File: src/rtl/rf_wb_arb_pkg.sv
// Shared types and constants for the register-file writeback arbiter.
// Holds the arbiter state encoding and the {rd, wd} writeback request record.
package rf_wb_arb_pkg;

    localparam int REG_ADDR_W = 5;
    localparam int XLEN       = 32;
    localparam int NUM_REGS   = 1 << REG_ADDR_W;

    typedef enum logic [0:0] {
        ARB_LSU   = 1'b0,
        ARB_FORCE = 1'b1
    } arb_state_e;

    typedef struct packed {
        logic [REG_ADDR_W-1:0] rd;
        logic [XLEN-1:0]       wd;
    } wb_req_t;

    localparam int WB_REQ_W = $bits(wb_req_t);

endpackage

File: src/rtl/rf_wb_arb_if.sv
// Bus bundle between the execution units and the writeback arbiter.
// The master side drives requests and queries; the slave side is the arbiter.
interface rf_wb_arb_if;
    import rf_wb_arb_pkg::*;

    logic                  alu_valid;
    logic [REG_ADDR_W-1:0] alu_rd;
    logic [XLEN-1:0]       alu_wd;
    logic                  alu_ready;

    logic                  lsu_valid;
    logic [REG_ADDR_W-1:0] lsu_rd;
    logic [XLEN-1:0]       lsu_wd;
    logic                  lsu_ready;

    logic                  ld_issue;
    logic [REG_ADDR_W-1:0] ld_rd;

    logic [REG_ADDR_W-1:0] q_rs1;
    logic [REG_ADDR_W-1:0] q_rs2;
    logic                  busy1;
    logic                  busy2;

    logic                  RFWr;
    logic [REG_ADDR_W-1:0] A3;
    logic [XLEN-1:0]       WD;
    logic                  sb_conflict;

    modport master (
        output alu_valid, alu_rd, alu_wd,
        input  alu_ready,
        output lsu_valid, lsu_rd, lsu_wd,
        input  lsu_ready,
        output ld_issue, ld_rd,
        output q_rs1, q_rs2,
        input  busy1, busy2,
        input  RFWr, A3, WD, sb_conflict
    );

    modport slave (
        input  alu_valid, alu_rd, alu_wd,
        output alu_ready,
        input  lsu_valid, lsu_rd, lsu_wd,
        output lsu_ready,
        input  ld_issue, ld_rd,
        input  q_rs1, q_rs2,
        output busy1, busy2,
        output RFWr, A3, WD, sb_conflict
    );

endinterface

File: src/rtl/wb_fifo.sv
// Small circular FIFO with valid/ready on both sides and an occupancy count.
// Storage is not reset; only pointers and count return to empty.
module wb_fifo #(
    parameter int DEPTH = 2,
    parameter int WIDTH = 37,
    localparam int CNT_W = $clog2(DEPTH + 1)
) (
    input  logic             clk,
    input  logic             rst,
    input  logic             in_valid,
    input  logic [WIDTH-1:0] in_data,
    output logic             in_ready,
    output logic             out_valid,
    output logic [WIDTH-1:0] out_data,
    input  logic             out_ready,
    output logic [CNT_W-1:0] count
);

    localparam int PTR_W = (DEPTH > 1) ? $clog2(DEPTH) : 1;

    logic [WIDTH-1:0] mem [DEPTH];
    logic [PTR_W-1:0] wr_ptr;
    logic [PTR_W-1:0] rd_ptr;
    logic             push;
    logic             pop;

    function automatic logic [PTR_W-1:0] bump(input logic [PTR_W-1:0] p);
        return (p == PTR_W'(DEPTH - 1)) ? '0 : p + PTR_W'(1);
    endfunction

    assign in_ready  = (count < CNT_W'(DEPTH));
    assign out_valid = (count != '0);
    assign out_data  = mem[rd_ptr];
    assign pop       = out_ready & out_valid;
    // A full FIFO still takes a new entry when the head leaves on the same edge.
    assign push      = in_valid & (in_ready | pop);

    always_ff @(posedge clk) begin
        if (!rst) begin
            wr_ptr <= '0;
            rd_ptr <= '0;
            count  <= '0;
        end else begin
            if (push) begin
                wr_ptr <= bump(wr_ptr);
            end
            if (pop) begin
                rd_ptr <= bump(rd_ptr);
            end
            case ({push, pop})
                2'b10:   count <= count + CNT_W'(1);
                2'b01:   count <= count - CNT_W'(1);
                default: count <= count;
            endcase
        end
    end

    always_ff @(posedge clk) begin
        if (push && rst) begin
            mem[wr_ptr] <= in_data;
        end
    end

endmodule

File: src/rtl/rf_wb_arb.sv
// Register-file writeback arbiter: LSU returns win by default, buffered ALU results
// are forced through after STARVE_LIM consecutive LSU wins; tracks pending loads.
module rf_wb_arb
    import rf_wb_arb_pkg::*;
#(
    parameter int STARVE_LIM  = 4,
    parameter int AFIFO_DEPTH = 2
) (
    input logic        clk,
    input logic        rst,
    rf_wb_arb_if.slave bus
);

    localparam int CNT_W  = $clog2(STARVE_LIM + 1);
    localparam int FCNT_W = $clog2(AFIFO_DEPTH + 1);

    arb_state_e            state_q;
    arb_state_e            state_d;
    logic [CNT_W-1:0]      starve_q;
    logic [CNT_W-1:0]      starve_d;
    logic [CNT_W-1:0]      starve_inc;

    wb_req_t               alu_req;
    wb_req_t               head;
    logic                  head_valid;
    logic                  fifo_in_ready;
    logic                  fifo_push;
    logic                  fifo_empty;
    logic [FCNT_W-1:0]     fifo_count;

    logic                  lsu_ready_c;
    logic                  lsu_grant;
    logic                  alu_grant;

    logic                  rfwr_q;
    logic [REG_ADDR_W-1:0] a3_q;
    logic [XLEN-1:0]       wd_q;

    logic [NUM_REGS-1:0]   pending_q;
    logic [NUM_REGS-1:0]   pending_d;
    logic                  conflict_d;
    logic                  conflict_q;

    assign alu_req.rd    = bus.alu_rd;
    assign alu_req.wd    = bus.alu_wd;
    assign bus.alu_ready = rst & fifo_in_ready;
    assign fifo_push     = bus.alu_valid & bus.alu_ready;
    assign fifo_empty    = (fifo_count == '0);

    wb_fifo #(
        .DEPTH (AFIFO_DEPTH),
        .WIDTH (WB_REQ_W)
    ) u_alu_fifo (
        .clk       (clk),
        .rst       (rst),
        .in_valid  (fifo_push),
        .in_data   (alu_req),
        .in_ready  (fifo_in_ready),
        .out_valid (head_valid),
        .out_data  (head),
        .out_ready (alu_grant),
        .count     (fifo_count)
    );

    assign starve_inc = starve_q + CNT_W'(1);

    // Grant selection and starvation tracking; nothing is granted while in reset.
    always_comb begin
        state_d     = state_q;
        starve_d    = starve_q;
        lsu_ready_c = 1'b0;
        lsu_grant   = 1'b0;
        alu_grant   = 1'b0;
        if (rst) begin
            case (state_q)
                ARB_LSU: begin
                    lsu_ready_c = 1'b1;
                    if (bus.lsu_valid) begin
                        lsu_grant = 1'b1;
                    end else if (head_valid) begin
                        alu_grant = 1'b1;
                    end
                end
                ARB_FORCE: begin
                    alu_grant = head_valid;
                    state_d   = ARB_LSU;
                end
                default: state_d = ARB_LSU;
            endcase

            if (alu_grant || fifo_empty) begin
                starve_d = '0;
            end else if (lsu_grant) begin
                if (starve_inc == CNT_W'(STARVE_LIM)) begin
                    state_d  = ARB_FORCE;
                    starve_d = '0;
                end else begin
                    starve_d = starve_inc;
                end
            end
        end
    end

    assign bus.lsu_ready = lsu_ready_c;

    always_ff @(posedge clk) begin
        if (!rst) begin
            state_q  <= ARB_LSU;
            starve_q <= '0;
        end else begin
            state_q  <= state_d;
            starve_q <= starve_d;
        end
    end

    // A grant to x0 is consumed like any other but never reaches the register file.
    always_ff @(posedge clk) begin
        if (!rst) begin
            rfwr_q <= 1'b0;
            a3_q   <= '0;
            wd_q   <= '0;
        end else if (lsu_grant && (bus.lsu_rd != '0)) begin
            rfwr_q <= 1'b1;
            a3_q   <= bus.lsu_rd;
            wd_q   <= bus.lsu_wd;
        end else if (alu_grant && (head.rd != '0)) begin
            rfwr_q <= 1'b1;
            a3_q   <= head.rd;
            wd_q   <= head.wd;
        end else begin
            rfwr_q <= 1'b0;
        end
    end

    assign bus.RFWr = rfwr_q;
    assign bus.A3   = a3_q;
    assign bus.WD   = wd_q;

    // Set is applied after clear so a new load to a returning register stays pending.
    always_comb begin
        pending_d = pending_q;
        if (lsu_grant) begin
            pending_d[bus.lsu_rd] = 1'b0;
        end
        if (bus.ld_issue) begin
            pending_d[bus.ld_rd] = 1'b1;
        end
        pending_d[0] = 1'b0;

        conflict_d = bus.ld_issue && (bus.ld_rd != '0) && pending_q[bus.ld_rd]
                     && !(lsu_grant && (bus.lsu_rd == bus.ld_rd));
    end

    always_ff @(posedge clk) begin
        if (!rst) begin
            pending_q  <= '0;
            conflict_q <= 1'b0;
        end else begin
            pending_q  <= pending_d;
            conflict_q <= conflict_d;
        end
    end

    assign bus.busy1       = pending_q[bus.q_rs1];
    assign bus.busy2       = pending_q[bus.q_rs2];
    assign bus.sb_conflict = conflict_q;

endmodule

File: src/flat_wrapper.sv
// flat-port wrapper written by rule: the top's interface ports become plain ports
module rf_wb_arb_flat import rf_wb_arb_pkg::*;
#(
    parameter int STARVE_LIM  = 4,
    parameter int AFIFO_DEPTH = 2
)
  (clk, rst, bus_alu_valid, bus_alu_rd, bus_alu_wd, bus_alu_ready, bus_lsu_valid, bus_lsu_rd, bus_lsu_wd, bus_lsu_ready, bus_ld_issue, bus_ld_rd, bus_q_rs1, bus_q_rs2, bus_busy1, bus_busy2, bus_RFWr, bus_A3, bus_WD, bus_sb_conflict);
  rf_wb_arb_if bus_i ();
  input logic clk;
  input logic rst;
  input wire logic [$bits(bus_i.alu_valid)-1:0] bus_alu_valid;
  input wire logic [$bits(bus_i.alu_rd)-1:0] bus_alu_rd;
  input wire logic [$bits(bus_i.alu_wd)-1:0] bus_alu_wd;
  output wire logic [$bits(bus_i.alu_ready)-1:0] bus_alu_ready;
  input wire logic [$bits(bus_i.lsu_valid)-1:0] bus_lsu_valid;
  input wire logic [$bits(bus_i.lsu_rd)-1:0] bus_lsu_rd;
  input wire logic [$bits(bus_i.lsu_wd)-1:0] bus_lsu_wd;
  output wire logic [$bits(bus_i.lsu_ready)-1:0] bus_lsu_ready;
  input wire logic [$bits(bus_i.ld_issue)-1:0] bus_ld_issue;
  input wire logic [$bits(bus_i.ld_rd)-1:0] bus_ld_rd;
  input wire logic [$bits(bus_i.q_rs1)-1:0] bus_q_rs1;
  input wire logic [$bits(bus_i.q_rs2)-1:0] bus_q_rs2;
  output wire logic [$bits(bus_i.busy1)-1:0] bus_busy1;
  output wire logic [$bits(bus_i.busy2)-1:0] bus_busy2;
  output wire logic [$bits(bus_i.RFWr)-1:0] bus_RFWr;
  output wire logic [$bits(bus_i.A3)-1:0] bus_A3;
  output wire logic [$bits(bus_i.WD)-1:0] bus_WD;
  output wire logic [$bits(bus_i.sb_conflict)-1:0] bus_sb_conflict;
  assign bus_i.alu_valid = bus_alu_valid;
  assign bus_i.alu_rd = bus_alu_rd;
  assign bus_i.alu_wd = bus_alu_wd;
  assign bus_alu_ready = bus_i.alu_ready;
  assign bus_i.lsu_valid = bus_lsu_valid;
  assign bus_i.lsu_rd = bus_lsu_rd;
  assign bus_i.lsu_wd = bus_lsu_wd;
  assign bus_lsu_ready = bus_i.lsu_ready;
  assign bus_i.ld_issue = bus_ld_issue;
  assign bus_i.ld_rd = bus_ld_rd;
  assign bus_i.q_rs1 = bus_q_rs1;
  assign bus_i.q_rs2 = bus_q_rs2;
  assign bus_busy1 = bus_i.busy1;
  assign bus_busy2 = bus_i.busy2;
  assign bus_RFWr = bus_i.RFWr;
  assign bus_A3 = bus_i.A3;
  assign bus_WD = bus_i.WD;
  assign bus_sb_conflict = bus_i.sb_conflict;
  rf_wb_arb #(.STARVE_LIM(STARVE_LIM), .AFIFO_DEPTH(AFIFO_DEPTH)) u_core (.clk(clk), .rst(rst), .bus(bus_i));
endmodule
File: config.mk
export PLATFORM = sky130hd
export DESIGN_NAME = rf_wb_arb_flat
export DESIGN_NICKNAME = d
export VERILOG_FILES = /design/src/rtl/rf_wb_arb_pkg.sv /design/src/rtl/rf_wb_arb_if.sv /design/src/rtl/wb_fifo.sv /design/src/rtl/rf_wb_arb.sv /design/src/flat_wrapper.sv
export SDC_FILE = /design/constraint.sdc
export NUM_CORES = 1
export LEC_CHECK = 0
export ABC_AREA = 1
export BUFFER_PORTS_ARGS = -buffer_cell sky130_fd_sc_hd__buf_2
export CAP_MARGIN = 20
export CORE_MARGIN = 2
export CORE_UTILIZATION = 45
export CTS_BUF_LIST = sky130_fd_sc_hd__clkbuf_8 sky130_fd_sc_hd__clkbuf_16
export CTS_CLUSTER_SIZE = 20
export DETAILED_ROUTE_END_ITERATION = 10
export GPL_ROUTABILITY_DRIVEN = 0
export PLACE_DENSITY_LB_ADDON = 0.08
export SLEW_MARGIN = 40
export SYNTH_ARGS = -nofsm -noshare
export SYNTH_HDL_FRONTEND = slang
export SYNTH_SLANG_ARGS = --single-unit
File: constraint.sdc
create_clock -name clk -period 2.5 [get_ports clk]
set_clock_uncertainty 0.1 [all_clocks]
set_input_delay 0.125 -clock clk [delete_from_list [all_inputs] [get_ports clk]]
set_output_delay 0.125 -clock clk [all_outputs]
set_load 0.01 [all_outputs]
Yosys cells after proc, flatten, opt, wreduce, memory -nomap -nowiden
Memory sizes are Yosys's and may differ from the RTL's. A register that Yosys moved wholly into a read port is not among the register bits.
Cells that the tools add are included.
{"block": "totals", "input_bits": 94, "mem_bits_rw": 74, "register_bits": 79, "memories": 1}
{"memory": "u_core.u_alu_fifo.mem", "depth": 2, "width": 37, "rd": 1, "rd_ports_with_merged_regs": 1, "wr": 1, "line": "wb_fifo.sv:21", "source": "logic [WIDTH-1:0] mem [DEPTH];"}
{"block": "op_classes", "n_eq_ne": 4, "muxes": 38, "bitwise": 11, "addsub": 5, "order_cmp": 7, "reduce_logical": 20}
{"cell": "$mux W32", "count": 4}
{"cell": "$and A32 B32 Y32", "count": 1}
{"cell": "$not A32 Y32", "count": 1}
{"cell": "$or A32 B32 Y32", "count": 1}
{"cell": "$lt A5 B6 Y1 const B", "count": 4}
{"cell": "$mux W1", "count": 24}
{"cell": "$bmux W1 S5", "count": 3}
{"cell": "$reduce_bool A5 Y1", "count": 3}
{"cell": "$demux W1 S5", "count": 2}
{"cell": "$ge A5 B1 Y1 const B", "count": 2}
{"cell": "$mux W5", "count": 2}
{"cell": "$logic_and A1 B1 Y1", "count": 9}
{"cell": "$reduce_bool A2 Y1", "count": 3}
{"cell": "$eq A5 B5 Y1", "count": 1}
{"cell": "$and A1 B1 Y1", "count": 4}
{"cell": "$pmux W2 S2", "count": 1}
{"cell": "$add A3 B1 Y3 const B", "count": 1}
{"cell": "$eq A3 B3 Y1 const B", "count": 1}
{"cell": "$mux W3", "count": 1}
{"cell": "$not A1 Y1", "count": 3}
{"cell": "$reduce_or A3 Y1", "count": 1}
{"cell": "$add A1 B1 Y1 const B", "count": 2}
{"cell": "$add A2 B1 Y2 const B", "count": 1}
{"cell": "$eq A2 B1 Y1 const B", "count": 1}
{"cell": "other kinds (9)", "count": 9}

Depth between registers and ports, before layout
Gate-level depths: netlist of run 1.
{"block": "logic_depth", "ltp_word": 12, "depth_mapped": 11, "ltp_nobuf": 9}

By module
Synthesis of run 1 repeated with hierarchy kept, for this count alone.
{"block": "hier_totals", "cells_unflattened": 842, "hier_area_um2": 7563.5}
{"mod": "rf_wb_arb", "n_inst": 1, "area_each_um2": 4496.8, "cells_each": 690}
{"mod": "wb_fifo", "n_inst": 1, "area_each_um2": 3066.7, "cells_each": 152}

Worst setup path after synthesis of run 1
OpenSTA, ideal clock, no wires.
{"block": "synth_path", "path_kind": "input-to-reg", "from": "input rst", "to": "memory u_core.u_alu_fifo.mem[0][0] (enable)", "path_stages": 5, "path_slack_ns": -0.297, "n_path_buf": 1, "setup_ns": 0.431, "arrival_time_ns": 2.266, "path_cell_list": "inv_2 > buf_2 > nor2_1 > nand2_1 > nor2_1"}
{"item": "start, declared", "line": "flat_wrapper.sv:10", "source": "input logic rst;"}
{"item": "$and A1 B1 Y1", "line": "rf_wb_arb.sv:46", "source": "assign bus.alu_ready = rst & fifo_in_ready;"}
{"item": "named net bus_alu_ready", "line": "flat_wrapper.sv:14", "source": "output wire logic [$bits(bus_i.alu_ready)-1:0] bus_alu_ready;"}
{"item": "$and A1 B1 Y1", "line": "rf_wb_arb.sv:47", "source": "assign fifo_push = bus.alu_valid & bus.alu_ready;"}
{"item": "$and A1 B1 Y1", "line": "wb_fifo.sv:36", "source": "assign push = in_valid & (in_ready | pop);"}
{"item": "$logic_and A1 B1 Y1", "line": "wb_fifo.sv:59", "source": "if (push && rst) begin"}
{"item": "$mux W1", "line": "wb_fifo.sv:59"}
{"item": "$mux W1 (implied by the code)", "line": "wb_fifo.sv:60", "source": "mem[wr_ptr] <= in_data;"}
{"item": "end, declared", "line": "wb_fifo.sv:21"}
The timed path passes the listed nets, and every way through them passes these cells.

Worst setup path in the final report of run 1
{"block": "layout_path", "from": "input rst", "to": "register u_core.pending_q[15]"}
{"block": "layout_via", "elab_chain_cells": 4}
{"item": "$mux W1", "line": "rf_wb_arb.sv:74", "source": "if (rst) begin"}
{"item": "$mux W32", "line": "rf_wb_arb.sv:142", "source": "if (lsu_grant) begin"}
{"item": "$or A32 B32 Y32 (no source line)"}
{"item": "$mux W32", "line": "rf_wb_arb.sv:145", "source": "if (bus.ld_issue) begin"}
{"item": "end signal, assigned", "line": "rf_wb_arb.sv:159", "source": "pending_q <= pending_d;"}
{"item": "end, declared", "line": "rf_wb_arb.sv:39", "source": "logic [NUM_REGS-1:0] pending_q;"}
Several ways; a longest one is shown, not always the timed one.
A chain may end at the register's enable or synchronous reset.

==> reports/qor.yml, run 1 <==
run_status:
  status: "finished, final reports clean"
synthesis:
  synth_ff_type: "dfxtp_1"
  ys_warn_count: 0
  async_reset_ff_share_pct: 0
  syn-cell-area_um2: 7840
  synth_edf_count: 74
  synth.avg_cell_area_um2: 7.53
  synth_seq_cells: 153
  synth_seq_area_share_pct: 48.5
  synth_fp_nets: 1138
  synth_cell_types: 33
  synthCells: 1041
worst_hold_path:
  hold_path_depth: 5
  hold_class: "in -> reg"
  min_from: "bus_lsu_wd[1]"
  min_to: "u_core.bus.WD[1]"
route:
  first_pass_iters: 5
  drt_iter0_markers: 451
  ant_nets: 0
  vias_per_cell: 4.99
  routed_wl_mm: 21.6
  vias: 7284
  drc_errors: 0
  detail_route.wl_per_cell_um: 14.8
clocking:
  cts_tree: "yes"
  numCtsBuffers: 17
  clk_pin_slew_ns: 0.06
  cts.sinks: 153
  postCtsSetupBuffers: 0
  clock_path_buffers: 2
  root_buffer: "clkbuf_16"
  htree_levels: 4
  clk_latency_ns: 0.42
finish:
  fill_cells: 1652
  final_util_pct: 58.0
  layout-area-overhead-vs-synth_pct: 27.2
  final_common_cell: "nand2_1"
  final_area_um2: 9970
  layout_common_cells: "nand2_1, buf_2, nand3_1"
  nets: 1318
  antenna-diode-count: 0
  drive_gt1_share_pct: 17.7
placed_design:
  dp_hpwl_mm: 14.1
  placed_area_um2: 8680
  portBuffers: 136
floorplanning:
  core_area_um2: 17200
  die_width_um: 136
  start_util_pct: 45.6
  die-area_um2: 18500
  row_count: 48
  ios: 137
  die_y_um: 136
timing:
  tns_ns: 0
  hold_slack_ns: 0.000883
  rsz0062_at_grt: "false"
  post-route-min-period_ns: 2.11
  hold_violations: 0
  worst_pin_slew_ns: 0.762
  slew_violations: 0
  setup_viol: 0
  maxSlewHeadroom_pct: 48.8
  max_freq_mhz: 473
  finalCritPeriodShare_pct: 84.5
power:
  p_total_mw: 6.54
  ir_worst_vdd_v: 0.000641
  power_density_nw_per_um2: 656
  p_leak_nw: 4.63
global_route:
  antenna_found_initial: 0
  globalRouteOverflowTotal: 0
  grt_usage_pct: 23.7
  grt_pass1_vias: 6643
  grt_pass1_wl_mm: 34.0
  grt_start_max_net_pins: 45
critical_path:
  required_ns: 2.69
  crit_chain: "dlygate4sd3_1 -> buf_2 -> inv_2 -> nor2_4 -> buf_4 -> inv_1 -> o31ai_1 -> a21oi_1"
  crit_type: "in -> reg"
  r2r_cells: 7
  r2r_start: "u_core.state_q"
  rr_endpoint: "u_core.pending_q[15]"
  slowest_stage: "dlygate4sd3_1"
  crit_arrival_ns: 2.31
  worstPathMaxFanout: 40
  rrSetupSlack_ns: 0.40
  start_kind: "primary input"
  cpPeakStageDelay_ns: 0.54
  worstSetupEndpointType: "flop"
run:
  maxCapViolations: 0
==> final cells by class <==
type | instances | area [um^2] | share of cell area [%]
Timing Repair Buffer | 220 | 1550 | 15.5
Inverter | 75 | 282 | 2.82
Sequential cell | 153 | 3800 | 38.2
Tap cell | 225 | 282 | 2.82
Multi-Input combinational cell | 754 | 3460 | 34.7
Clock inverter | 15 | 175 | 1.76
Clock buffer | 17 | 425 | 4.27
==> metrics by stage <==
step                      setup slack (ns)  std cells
after detailed placement             0.416       1358
after global routing                 0.174       1459
after floorplan                     -0.297       1041
after CTS                            0.401       1459
final                                0.387       1459
after global placement               0.438       1358
==> report_power, final <==
group | total (mW) | internal [mW] | switching (mW)
clock network | 2.61 | 1.57 | 1.04
logic | 1.09 | 0.431 | 0.663
registers | 2.83 | 2.77 | 0.0644
==> routing by layer <==
metal	track usage, %	vias up	share of wire (%)
li1	-	3745	-
met1	32.9	3289	47
met2	37.1	226	46
met3	5.22	24	6.2
met4	7.23	0	1.3
met5	0	-	0
==> registers in the layout, indices dropped and copies added (netlist names), 2 cells and up, named ones only <==
register and count:
u_core.bus.WD 32, u_core.bus.A3 5, u_core.u_alu_fifo.mem 74, u_core.u_alu_fifo.count 2, u_core.starve_q 3, u_core.pending_q 31
==> timing repair <==
action	CTS	global route
hold endpoints to repair	109	0
gates resized for setup	0	0
hold buffers	69	0
==> worst max-delay path by stage <==
stage                              start                          end  slack, ns  cells after the start
final                                rst         u_core.pending_q[15]       0.39                      8
after global routing                 rst         u_core.pending_q[23]       0.17                      8
after CTS                 u_core.state_q         u_core.pending_q[11]       0.40                      7
after detailed placement  u_core.state_q         u_core.pending_q[11]       0.42                      7
after global placement    u_core.state_q         u_core.pending_q[11]       0.44                      7
after floorplan                      rst  u_core.u_alu_fifo.mem[0][0]      -0.30                      5
==> critical path, delay by kind of cell <==
kind            cells  cell delay, ns
compound gates      2            0.43
buf+inv             5            1.58
simple gates        1            0.14
==> cells in the mapped netlist, types with 2 or more instances <==
| master | number | area, um^2 |
|---|---|---|
| o211ai_1 | 2 | 15.0 |
| xor2_1 | 5 | 43.8 |
| nor2_1 | 54 | 203 |
| nor2_2 | 2 | 12.5 |
| buf_2 | 20 | 100 |
| o21ai_0 | 23 | 115 |
| inv_2 | 4 | 15.0 |
| nor2_4 | 2 | 22.5 |
| edfxtp_1 | 74 | 2220 |
| nor3_2 | 3 | 30.0 |
| nand3_1 | 113 | 566 |
| nor3_1 | 8 | 40.0 |
| clkbuf_1 | 18 | 67.6 |
| nand2_1 | 420 | 1580 |
| o22ai_1 | 2 | 12.5 |
| inv_1 | 71 | 267 |
| buf_1 | 8 | 30.0 |
| buf_4 | 7 | 52.6 |
| a21oi_1 | 73 | 365 |
| dfxtp_1 | 79 | 1580 |
| o31ai_1 | 15 | 113 |
| nand3_2 | 20 | 200 |
| buf_6 | 6 | 67.6 |
| ha_1 | 3 | 37.5 |
==> logic make-up (layout without fill, tap and decap cells) <==
logic type                 after synthesis  in the layout  synth area share, %
xor gates and xnor gates                 5              5                0.559
buffers and inverters                  134            327                 7.65
AOI/OAI and AO/OA                      117            117                 8.08
and+or+nand+nor                        629            629                 34.7
DFF                                    153            153                 48.5
adders and majority gates                3              3                0.479
(Power assumes the default switching activity.)
==> inputs of run 2 (changes only) <==
- clock period: 2.5 -> 2.1 ns (I/O delays scaled with it)
==> run 2 against run 1 <==
Effect of this change: sequential power increased by 19%; via count increased by 0.16%; first-iteration DRC count increased by 26%; critical path depth increased by 2; worst setup slack got worse by 0.096 ns; utilization increased by 0.45 points; clock power increased by 16%; wire length decreased by 0.37%; register-to-register slack got worse by 0.07 ns; flip-flop and latch count unchanged; die area unchanged; global-route usage decreased by 0.14 points.
==> reports/qor.yml, run 2 (same netlist as run 1, synthesis figures left out) <==
clocking:
  numCtsBuffers: 17
  postCtsSetupBuffers: 0
  clock_path_buffers: 2
  post_cts_resized: 0
  cts_tree: "yes"
  clk_latency_ns: 0.42
  clk_pin_slew_ns: 0.06
  hold_buffers: 71
  htree_levels: 4
  root_buffer: "clkbuf_16"
  cts.sinks: 153
power:
  ir_worst_vdd_v: 0.000604
  p_seq_share_pct: 43.7
  power.switching_mw: 2.03
  p_total_mw: 7.72
  power.internal_mw: 5.69
  comb_power_share_pct: 17.2
  switching_share_pct: 26.3
  power_density_nw_per_um2: 769
  p_clk_share_pct: 39.1
  p_leak_nw: 4.69
critical_path:
  worstPathMaxFanout: 7
  start_kind: "primary input"
  required_ns: 2.31
  crit_arrival_ns: 2.02
  r2r_cells: 10
  rr_endpoint: "u_core.bus.WD[5]"
  crit_type: "in -> reg"
  worstSetupEndpointType: "flop"
  rrSetupSlack_ns: 0.33
placed_design:
  dp.cells: 1365
  portBuffers: 136
  dp_hpwl_mm: 13.9
floorplanning:
  start_util_pct: 45.6
  row_count: 48
  die_width_um: 136
  core_area_um2: 17200
  die-area_um2: 18500
  ios: 137
  die_y_um: 136
worst_hold_path:
  hold_path_depth: 4
  min_to: "u_core.starve_q[2]"
  hold_class: "in -> reg"
  min_from: "bus_lsu_valid"
timing:
  hold_violations: 0
  max_freq_mhz: 553
  finalCritPeriodShare_pct: 86.1
  rsz0062_at_grt: "false"
  maxSlewHeadroom_pct: 54.5
  post-route-min-period_ns: 1.81
  hold_slack_ns: 0.0178
  worst_pin_slew_ns: 0.678
  slew_violations: 0
  setup_viol: 0
route:
  drc_errors: 0
  ant_nets: 0
  detail_route.wl_per_cell_um: 14.6
  drt_iter0_markers: 568
  vias_per_cell: 4.97
  first_pass_iters: 5
  routed_wl_mm: 21.5
  vias: 7296
finish:
  stdcell_count: 1468
  antenna-diode-count: 0
  nets: 1327
  largest_reg_flops: 74
  layout_common_cells: "nand2_1, buf_2, nand3_1"
  final_common_cell: "nand2_1"
  fill_cells: 1584
  layout-area-overhead-vs-synth_pct: 28.2
  drive_gt1_share_pct: 17.9
  largest_register: "u_core.u_alu_fifo.mem"
global_route:
  grt_usage_pct: 23.6
  grt_pass1_wl_mm: 33.9
  antenna_found_initial: 0
  grt_pass1_vias: 6604
  grt_start_max_net_pins: 69
  globalRouteOverflowTotal: 0
run:
  maxCapViolations: 0
run_status:
  status: "finished, final reports clean"
## run 2: changes by cell type in the layout (fill, tap and decap cells not counted), sizes merged
cell,change
buf,+7
dlygate4sd3,+2
clkbuf,+1
clkinvlp,-1
## run 2: area by class of cell
cell class                      instances  area (um^2)  area share, %
Multi-Input combinational cell        754         3460           34.4
Timing Repair Buffer                  229         1640           16.4
Inverter                               75          282           2.80
Clock inverter                         14          141           1.41
Tap cell                              225          282           2.80
Clock buffer                           18          439           4.37
Sequential cell                       153         3800           37.9
## run 2: worst max-delay path by stage
stage | to | start | cells after the start
2_1_floorplan | u_core.u_alu_fifo.mem[0][0] | u_core.u_alu_fifo.count[1] | 3
3_3_place_gp | u_core.u_alu_fifo.count[1] | u_core.state_q | 9
3_5_place_dp | u_core.bus.WD[25] | flop | 10
4_1_cts | u_core.u_alu_fifo.count[1] | rst | 10
5_1_grt | u_core.bus.WD[5] | flop | 10
6_report | u_core.u_alu_fifo.count[1] | rst | 10
## run 2: power by group through the flow
stage / clock network, mW / registers [mW] / logic (mW)
after floorplan: 0 / 3.46 / 0.776
after global placement: 0 / 3.44 / 1.21
after detailed placement: 0 / 3.44 / 1.22
after CTS: 3.08 / 3.37 / 1.33
after global routing: 3.21 / 3.39 / 1.50
final: 3.02 / 3.37 / 1.33
## run 2: per-stage QoR
step / setup WS [ns] / TNS (ns) / utilization [%] / cell area, um^2
after CTS: 0.267 / 0 / 58.5 / 10000
after global placement: 0.340 / 0 / 51.0 / 8760
final: 0.291 / 0 / 58.5 / 10000
after detailed placement: 0.329 / 0 / 51.0 / 8760
after global routing: 0.0989 / 0 / 58.5 / 10000
after floorplan: -0.101 / -7.48 / - / 7840
## run 2: routing by layer
metal | global-route usage [%] | up-vias | part of all wire [%]
li1 | - | 3761 | -
met3 | 5.85 | 19 | 8.1
met4 | 5.56 | 0 | 0.95
met2 | 35.7 | 258 | 45
met1 | 34.0 | 3258 | 46
met5 | 0 | - | 0
## run 2: critical path, stage by stage
cell and delay [ns]:
dlygate4sd3_1 0.51, buf_2 0.14, inv_2 0.08, nor2_1 0.11, nand2_1 0.24, ha_1 0.40, a21oi_1 0.12, o21ai_0 0.11
xor2_1 0.15, nor2_1 0.05
==> inputs of run 3 (changes only) <==
==> constraint.sdc (replaced) <==
create_clock -name clk -period 2.1 [get_ports clk]
set_clock_uncertainty 0.1 [all_clocks]
set_input_delay 0.42 -clock clk [delete_from_list [all_inputs] [get_ports clk]]
set_output_delay 0.42 -clock clk [all_outputs]
set_load 0.01 [all_outputs]
==> run 3 against run 2 <==
Effect of this change: critical path depth down 1; flip-flop and latch count unchanged; non-clock buffer count fell by 56; clock-buffer cell count decreased by 1; final cell count down 3.7%; total power decreased by 4.6%; combinational power shrank 6%; largest cell class unchanged; critical endpoint is now bus_busy1; highest routed layer is now met5; worst setup slack worse by 0.20 ns; sequential power about the same; die area unchanged; design area is 5.8% lower.
==> reports/qor.yml, run 3 (same netlist as run 1, synthesis figures left out) <==
clocking:
  cts_tree: "yes"
  clk_latency_ns: 0.42
  htree_levels: 4
  clock_path_buffers: 2
  cts.sinks: 153
  root_buffer: "clkbuf_16"
  hold_buffers: 0
  numCtsBuffers: 17
  clk_pin_slew_ns: 0.06
  postCtsSetupBuffers: 0
power:
  power_density_nw_per_um2: 779
  p_seq_share_pct: 45.7
  power.internal_mw: 5.36
  switching_share_pct: 27.3
  p_total_mw: 7.37
  ir_worst_vdd_v: 0.000596
  power.switching_mw: 2.01
  p_leak_nw: 4.46
  comb_power_share_pct: 17.0
  p_clk_share_pct: 37.4
timing:
  setup_viol: 0
  post-route-min-period_ns: 2.01
  rsz0062_at_grt: "false"
  finalCritPeriodShare_pct: 95.8
  max_freq_mhz: 497
  hold_violations: 0
  hold_slack_ns: 0.0858
  worst_pin_slew_ns: 0.575
  maxSlewHeadroom_pct: 61.6
  tns_ns: 0
  slew_violations: 0
placed_design:
  dp.cells: 1380
  dp_hpwl_mm: 14.4
  portBuffers: 136
run:
  maxCapViolations: 0
floorplanning:
  start_util_pct: 45.6
  ios: 137
  die_y_um: 136
  row_count: 48
  die-area_um2: 18500
  core_area_um2: 17200
  die_width_um: 136
global_route:
  grt_start_max_net_pins: 41
  globalRouteOverflowTotal: 0
  grt_pass1_wl_mm: 33.7
  grt_usage_pct: 23.5
  grt_pass1_vias: 6431
  antenna_found_initial: 2
route:
  vias_per_cell: 5.08
  vias: 7185
  ant_nets: 0
  detail_route.wl_per_cell_um: 15.0
  routed_wl_mm: 21.1
  first_pass_iters: 5
  drc_errors: 0
  drt_iter0_markers: 527
run_status:
  status: "finished, final reports clean"
critical_path:
  rrSetupSlack_ns: 0.36
  worstPathMaxFanout: 4
  start_kind: "flop"
  worstSetupEndpointType: "output pin"
  crit_type: "reg -> out"
  crit_arrival_ns: 1.49
  required_ns: 1.58
  r2r_cells: 9
finish:
  drive_gt1_share_pct: 21.1
  largest_reg_flops: 74
  stdcell_count: 1414
  largest_register: "u_core.u_alu_fifo.mem"
  layout_common_cells: "nand2_1, buf_2, nand3_1"
  final_common_cell: "nand2_1"
  fill_cells: 1718
  layout-area-overhead-vs-synth_pct: 20.8
  nets: 1272
worst_hold_path:
  hold_class: "in -> reg"
  hold_path_depth: 1
[run 3: repair_timing]
item                       in CTS  in global routing
setup endpoints to repair       0                  2
hold endpoints to repair        0                  0
gates resized for setup         0                 14
[run 3: worst max-delay path, cell delays in order (launching register included)]
cell and delay (ns):
dfxtp_1 0.44, nand2_1 0.09, nand3_1 0.09, nand3_1 0.06, nand2_1 0.07, nand2_1 0.05
nand2_1 0.06, nand2_1 0.05, nand2_1 0.05, buf_2 0.12
[run 3: final cells by class]
class / instances / area [um^2] / area share, %
multi-input combinational: 754 / 3460 / 36.5
sequential: 153 / 3820 / 40.3
timing repair inverter: 1 / 7.51 / 0.0793
timing repair buffer: 173 / 1080 / 11.4
tap: 225 / 282 / 2.97
clock inverter: 15 / 105 / 1.11
clock buffer: 17 / 425 / 4.49
antenna: 1 / 2.50 / 0.0264
inverter: 75 / 289 / 3.05
[run 3: path summary, 6_finish.rpt]
path,start,end
setup / recovery,u_core.pending_q[31],bus_busy1
hold reg to reg,u_core.starve_q[0],u_core.starve_q[0]
hold / removal,bus_alu_wd[13],u_core.u_alu_fifo.mem[1][13]
setup reg to reg,u_core.state_q,u_core.u_alu_fifo.count[1]
[run 3: power by group through the flow]
| stage | registers (mW) | logic, mW | clock network (mW) |
|---|---|---|---|
| after floorplan | 3.46 | 0.780 | 0 |
| after global routing | 3.38 | 1.42 | 2.92 |
| after CTS | 3.37 | 1.26 | 2.81 |
| after global placement | 3.43 | 1.24 | 0 |
| after detailed placement | 3.43 | 1.25 | 0 |
| final | 3.37 | 1.25 | 2.76 |
[run 3: routing by layer]
layer,track usage [%],vias to the layer above,part of all wire [%]
li1,-,3659,-
met1,32.9,3278,47
met2,36.8,215,45
met3,4.51,31,6.4
met4,7.58,2,1.6
met5,0,-,0.052
[run 3: metrics by stage]
stage	utilization (%)	instance area, um^2	worst slack [ns]
after global placement	51.9	8910	0.133
after CTS	54.9	9440	0.0621
after floorplan	-	7860	0.0787
after detailed placement	51.9	8910	0.0982
final	55.1	9470	0.0873
after global routing	55.1	9470	0.00278
